$ cat src/rtl/plru_pkg.sv
// Shared tree-PLRU helpers: touch update, leaf-to-way mapping and node-index sizing.
// Supports up to PlruMaxAssoc ways. Vectors are sized for that maximum and truncated by callers.
package plru_pkg;

  localparam int unsigned PlruMaxAssoc  = 64;
  localparam int unsigned PlruMaxBits   = PlruMaxAssoc - 1;
  localparam int unsigned PlruMaxLevels = $clog2(PlruMaxAssoc);
  localparam int unsigned PlruNodeW     = $clog2(2 * PlruMaxAssoc - 1);

  typedef logic [PlruNodeW-1:0]   plru_node_t;
  typedef logic [PlruMaxBits-1:0] plru_bits_t;

  // Walk root-to-leaf along the way index and point every visited node away from it.
  function automatic plru_bits_t plru_touch(input plru_bits_t  bits,
                                            input int unsigned way,
                                            input int unsigned levels);
    plru_bits_t  res;
    int unsigned node;
    logic        dir;
    res  = bits;
    node = 0;
    for (int unsigned lvl = 0; lvl < PlruMaxLevels; lvl++) begin
      if (lvl < levels) begin
        dir = ((way >> (levels - 32'd1 - lvl)) & 32'd1) != 32'd0;
        if (dir) res = res & ~(plru_bits_t'(1) << node);
        else     res = res | (plru_bits_t'(1) << node);
        node = 32'd2 * node + (dir ? 32'd2 : 32'd1);
      end
    end
    return res;
  endfunction

  function automatic int unsigned plru_leaf_to_way(input int unsigned node,
                                                   input int unsigned assoc);
    return node - (assoc - 32'd1);
  endfunction

endpackage

$ cat src/rtl/plru_level_stage.sv
// One tree level of the victim search: picks the child indicated by the snapshot bit at the
// current node and registers it along with the search's set and bit snapshot.
module plru_level_stage
  import plru_pkg::*;
#(
  parameter int unsigned s_assoc = 8,
  parameter int unsigned s_index = 4
) (
  input  logic               clk,
  input  logic               rst_n,
  input  logic               flush,
  input  logic               in_valid,
  input  logic [s_index-1:0] in_set,
  input  plru_node_t         in_node,
  input  logic [s_assoc-2:0] in_bits,
  output logic               out_valid,
  output logic [s_index-1:0] out_set,
  output plru_node_t         out_node,
  output logic [s_assoc-2:0] out_bits
);

  localparam int unsigned NBits = s_assoc - 1;

  logic       dir;
  plru_node_t node_d;
  logic       take;

  assign dir    = |(in_bits & (NBits'(1) << in_node));
  assign node_d = (in_node << 1) + plru_node_t'(dir) + plru_node_t'(1);
  assign take   = in_valid & ~flush;

  always_ff @(posedge clk or negedge rst_n) begin
    if (!rst_n) begin
      out_valid <= 1'b0;
      out_set   <= '0;
      out_node  <= '0;
      out_bits  <= '0;
    end else begin
      out_valid <= take;
      if (take) begin
        out_set  <= in_set;
        out_node <= node_d;
        out_bits <= in_bits;
      end
    end
  end

endmodule

$ cat src/rtl/plru_victim_pipe.sv
// Pipelined tree-PLRU victim engine: per-set PLRU bits, one-level-per-stage victim search,
// single-cycle touches. Optional PLRU_AUTO_TOUCH_EN also touches each reported victim.
module plru_victim_pipe
  import plru_pkg::*;
#(
  parameter int unsigned s_assoc = 8,
  parameter int unsigned s_width = $clog2(s_assoc),
  parameter int unsigned s_sets  = 16,
  parameter int unsigned s_index = $clog2(s_sets)
) (
  input  logic               clk,
  input  logic               rst_n,
  input  logic               find_valid,
  input  logic [s_index-1:0] find_set,
  input  logic               flush,
  input  logic               touch_valid,
  input  logic [s_index-1:0] touch_set,
  input  logic [s_width-1:0] touch_way,
  output logic               victim_valid,
  output logic [s_index-1:0] victim_set,
  output logic [s_width-1:0] victim_way,
  output logic               busy
);

  localparam int unsigned NBits = s_assoc - 1;

  logic [NBits-1:0]   plru_q [s_sets];
  logic [NBits-1:0]   plru_d [s_sets];

  logic [s_width:0]   st_valid;
  logic [s_index-1:0] st_set  [s_width+1];
  plru_node_t         st_node [s_width+1];
  logic [NBits-1:0]   st_bits [s_width+1];
  logic [s_width-1:0] fin_way;
  logic               unused_bits;

  // Stage 0 input is the pre-touch snapshot of the searched set.
  assign st_valid[0] = find_valid;
  assign st_set[0]   = find_set;
  assign st_node[0]  = '0;
  assign st_bits[0]  = plru_q[find_set];

  for (genvar l = 0; l < s_width; l++) begin : g_level
    plru_level_stage #(
      .s_assoc(s_assoc),
      .s_index(s_index)
    ) u_stage (
      .clk      (clk),
      .rst_n    (rst_n),
      .flush    (flush),
      .in_valid (st_valid[l]),
      .in_set   (st_set[l]),
      .in_node  (st_node[l]),
      .in_bits  (st_bits[l]),
      .out_valid(st_valid[l+1]),
      .out_set  (st_set[l+1]),
      .out_node (st_node[l+1]),
      .out_bits (st_bits[l+1])
    );
  end

  assign unused_bits  = ^st_bits[s_width];
  assign fin_way      = s_width'(plru_leaf_to_way(32'(st_node[s_width]), s_assoc));
  assign victim_valid = st_valid[s_width];
  assign victim_set   = victim_valid ? st_set[s_width] : '0;
  assign victim_way   = victim_valid ? fin_way : '0;
  assign busy         = |st_valid[s_width:1];

  // Auto touch is applied before the explicit one so the explicit touch wins on shared nodes.
  always_comb begin
    plru_d = plru_q;
`ifdef PLRU_AUTO_TOUCH_EN
    if (victim_valid) begin
      plru_d[st_set[s_width]] = NBits'(plru_touch(plru_bits_t'(plru_d[st_set[s_width]]),
                                                  32'(fin_way), s_width));
    end
`endif
    if (touch_valid) begin
      plru_d[touch_set] = NBits'(plru_touch(plru_bits_t'(plru_d[touch_set]),
                                            32'(touch_way), s_width));
    end
  end

  always_ff @(posedge clk or negedge rst_n) begin
    if (!rst_n) begin
      for (int i = 0; i < s_sets; i++) plru_q[i] <= '0;
    end else begin
      plru_q <= plru_d;
    end
  end

endmodule

$ cat config.mk
export PLATFORM = sky130hd
export DESIGN_NAME = plru_victim_pipe
export DESIGN_NICKNAME = d
export VERILOG_FILES = /design/src/rtl/plru_pkg.sv /design/src/rtl/plru_level_stage.sv /design/src/rtl/plru_victim_pipe.sv
export SDC_FILE = /design/constraint.sdc
export NUM_CORES = 1
export LEC_CHECK = 0
export BUFFER_PORTS_ARGS = -buffer_cell sky130_fd_sc_hd__buf_2
export CORE_MARGIN = 5
export CORE_UTILIZATION = 25
export DETAILED_ROUTE_END_ITERATION = 12
export PLACE_DENSITY = 0.36
export REMOVE_ABC_BUFFERS = 1
export SYNTH_ARGS = -nofsm -noshare
export SYNTH_HDL_FRONTEND = slang
export SYNTH_HIERARCHICAL = 1
export SYNTH_SLANG_ARGS = --single-unit
$ cat constraint.sdc
create_clock -name clk -period 4.9 [get_ports clk]
set_clock_uncertainty 0.15 [all_clocks]
set_input_delay 0 -clock clk [delete_from_list [all_inputs] [get_ports clk]]
set_output_delay 0 -clock clk [all_outputs]
set_load 0.02 [all_outputs]
==> results.md <==
- Outcome: finished clean
- Port Buffers: 24
- Crit path kind: reg2reg
- Grt total ovfl: 0
- Dpl ws: 2.08 ns
- Maximum vdd drop: 236 uV
- Crit path largest cell delay: 0.50 ns
- DRC violations left: 0
- H-Tree Depth: 4
- Avg Cell Area, Syn: 11.8 um^2
- Wire length per cell: 19.5 um
- 1st-iter DRT viols: 224
- Vias: 5,589
- Inserted Clock Buffers: 17
- Post-Syn Area: 0.00824 mm^2
- Die area: 0.0367 mm^2
- P_leak: 0.00423 uW
- Final setup viols: 0
- Setup ws final: 2.35 ns
- DP Wirelength: 16,300 um
- PwrDens: 429 mW/mm^2
- First-pass GRT wire length: 37,000 um
- PnR Total Power: 4100 uW
- Clock share of power: 34.3%
- Initial core utilization: 25.3%
- Vias per cell: 4.68
- Reg2Reg Depth: 8
- Net Switching: 1210 uW
- Arr. time, crit path: 2.72 ns
- CTS tree: yes
- Post-DRT Antenna Nets: 0
- RR Endpoint: g_level[0].u_stage/out_node[1]$_DFFE_PN0P_
- Final hold violations: 0
- Initial antenna violation count: 0
- Worst-Margin Slew: 1.10 ns
- Post-CTS sizing: 0
- Ys Warns: 6
- Comb pwr share: 20.7%
- P_int: 2900 uW
- Final worst-path cycle share: 52.1%
- Crit path time final: 2.55 ns
- Rows: 66
- TNS Setup: 0 ns
- N_diodes: 0
- I/O pin count: 25
- Sw Share: 29.4%
- Die X: 192 um
- Root Buffer: clkbuf_16
- Slew Viols, Final: 0
- Crit path max-delay cell type: mux4_2
- HP Class: in2async
- Unrepaired setup endpoints after global routing: no
- FMAX: 0.391 GHz
- Crit start category: register
- Core area: 0.0325 mm^2
- Worst EP required: 5.07 ns
- Clock Latency Late Sink: 0.43 ns
- Headroom to the max-slew limit: 26.6%
- Nets: 760
- Setup slack, reg-to-reg: 2.35 ns
- Max_cap viols: 0
- Critical path endpoint category: register
- Sequential share of power: 45.1%
- Largest net degree at the start of global routing: 89
- Post-layout util: 29.4%
- Launching point of the worst reg2reg path: plru_q[91]$_DFFE_PN0P_
- Routed WL: 23,300 um
- Postcts setup bufs: 0
- Clock sink count: 158
- Layout cells sized above 1: 26.4%
- Worst Path Max Fanout: 2
- Area grow syn2layout: 15.9%
- Worst path cell trace: mux4_2 > mux4_2 > mux2_2 > o221ai_2 > nor3_1 > ha_1 > nand2_1 > nand2_1
- Clk buf depth: 2
- CTS clock-pin slew for the worst setup and hold paths: 0.07 ns
- Tot GR Track Use: 13.4%
- Hold_buf cts: 9
- DR pass1 iterations: 4
- Vias in the first global route: 6,060
- Die Span Y: 192 um
- Cells after synthesis: 697
- Gp weighted congestion: 0.765
==> area by class of cell <==
class / count / area (um^2)
clock inverter: 14 / 184
tap: 442 / 553
fill: 3398 / 23000
sequential: 158 / 3950
timing repair buffer: 38 / 254
multi-input combinational: 516 / 4140
clock buffer: 18 / 439
inverter: 9 / 33.8
==> metrics by stage <==
step | area, um^2 | hold WS (ns) | cells
2_1_floorplan | 8130 | -0.446 | 683
3_3_place_gp | 8840 | -0.0196 | 1154
3_5_place_dp | 8840 | -0.00384 | 1154
4_1_cts | 9560 | 0.0987 | 1195
5_1_grt | 9560 | 0.123 | 1195
6_report | 9560 | 0.0722 | 1195
==> power by group through the flow <==
stage	Clock (uW)	Sequential, uW	Combinational [uW]
after floorplan	0	1790	621
final	1410	1850	848
after global routing	1500	1900	949
after global placement	0	1860	840
after CTS	1450	1850	870
after detailed placement	0	1870	860
==> flip-flops by register name (all words and copies together) (netlist names) <==
register and cells:
g_level.u_stage/out_bits 14, plru_q 112, g_level.u_stage/out_valid 3, g_level.u_stage/out_node 17, g_level.u_stage/out_set 12
==> critical path, delay by kind of cell, from the launching register on <==
kind	cells	cell delay (ns)
AOI/OAI and AO/OA	1	0.15
adders and majority gates	1	0.29
DFF	1	0.39
muxes	3	1.27
and+or+nand+nor	3	0.20
==> worst max path at each step <==
stage                                 startpoint                                          to  slack, ns  cells past startpoint
final                     plru_q[91]$_DFFE_PN0P_  g_level[0].u_stage/out_node[1]$_DFFE_PN0P_       2.35                      8
after CTS                 plru_q[56]$_DFFE_PN0P_  g_level[0].u_stage/out_node[1]$_DFFE_PN0P_       2.32                      8
after detailed placement            touch_set[0]                      plru_q[15]$_DFFE_PN0P_       2.08                      7
after floorplan            plru_q[0]$_DFFE_PN0P_  g_level[0].u_stage/out_node[1]$_DFFE_PN0P_       2.51                      8
after global routing      plru_q[91]$_DFFE_PN0P_  g_level[0].u_stage/out_node[1]$_DFFE_PN0P_       2.22                      8
after global placement              touch_set[0]                      plru_q[15]$_DFFE_PN0P_       2.11                      7
==> metal layers <==
| metal | vias up | routed length, um | GRT usage [%] |
|---|---|---|---|
| met1 | 2866 | 10400 | 17.7 |
| li1 | 2604 | - | - |
| met3 | 26 | 847 | 2.29 |
| met2 | 93 | 11600 | 22.7 |
| met4 | 0 | 466 | 4.01 |
| met5 | - | 0 | 0 |
==> placed cells by master, fill, tap and decap left out, types with 5 or more instances in the layout <==
| master | n |
|---|---|
| o21ai_0 | 39 |
| o22ai_1 | 7 |
| nand3_1 | 7 |
| clkinv_4 | 6 |
| nor2b_1 | 8 |
| dlygate4sd3_1 | 9 |
| dfrtp_1 | 158 |
| buf_2 | 23 |
| clkbuf_16 | 17 |
| and2_1 | 7 |
| nand2b_1 | 9 |
| mux2_2 | 74 |
| inv_1 | 8 |
| buf_4 | 5 |
| o31ai_1 | 9 |
| and3_1 | 7 |
| nor2_1 | 12 |
| conb_1 | 22 |
| nand2_1 | 164 |
| nor3_1 | 5 |
| mux4_2 | 39 |
| mux2i_1 | 35 |
(Power assumes the default switching activity.)
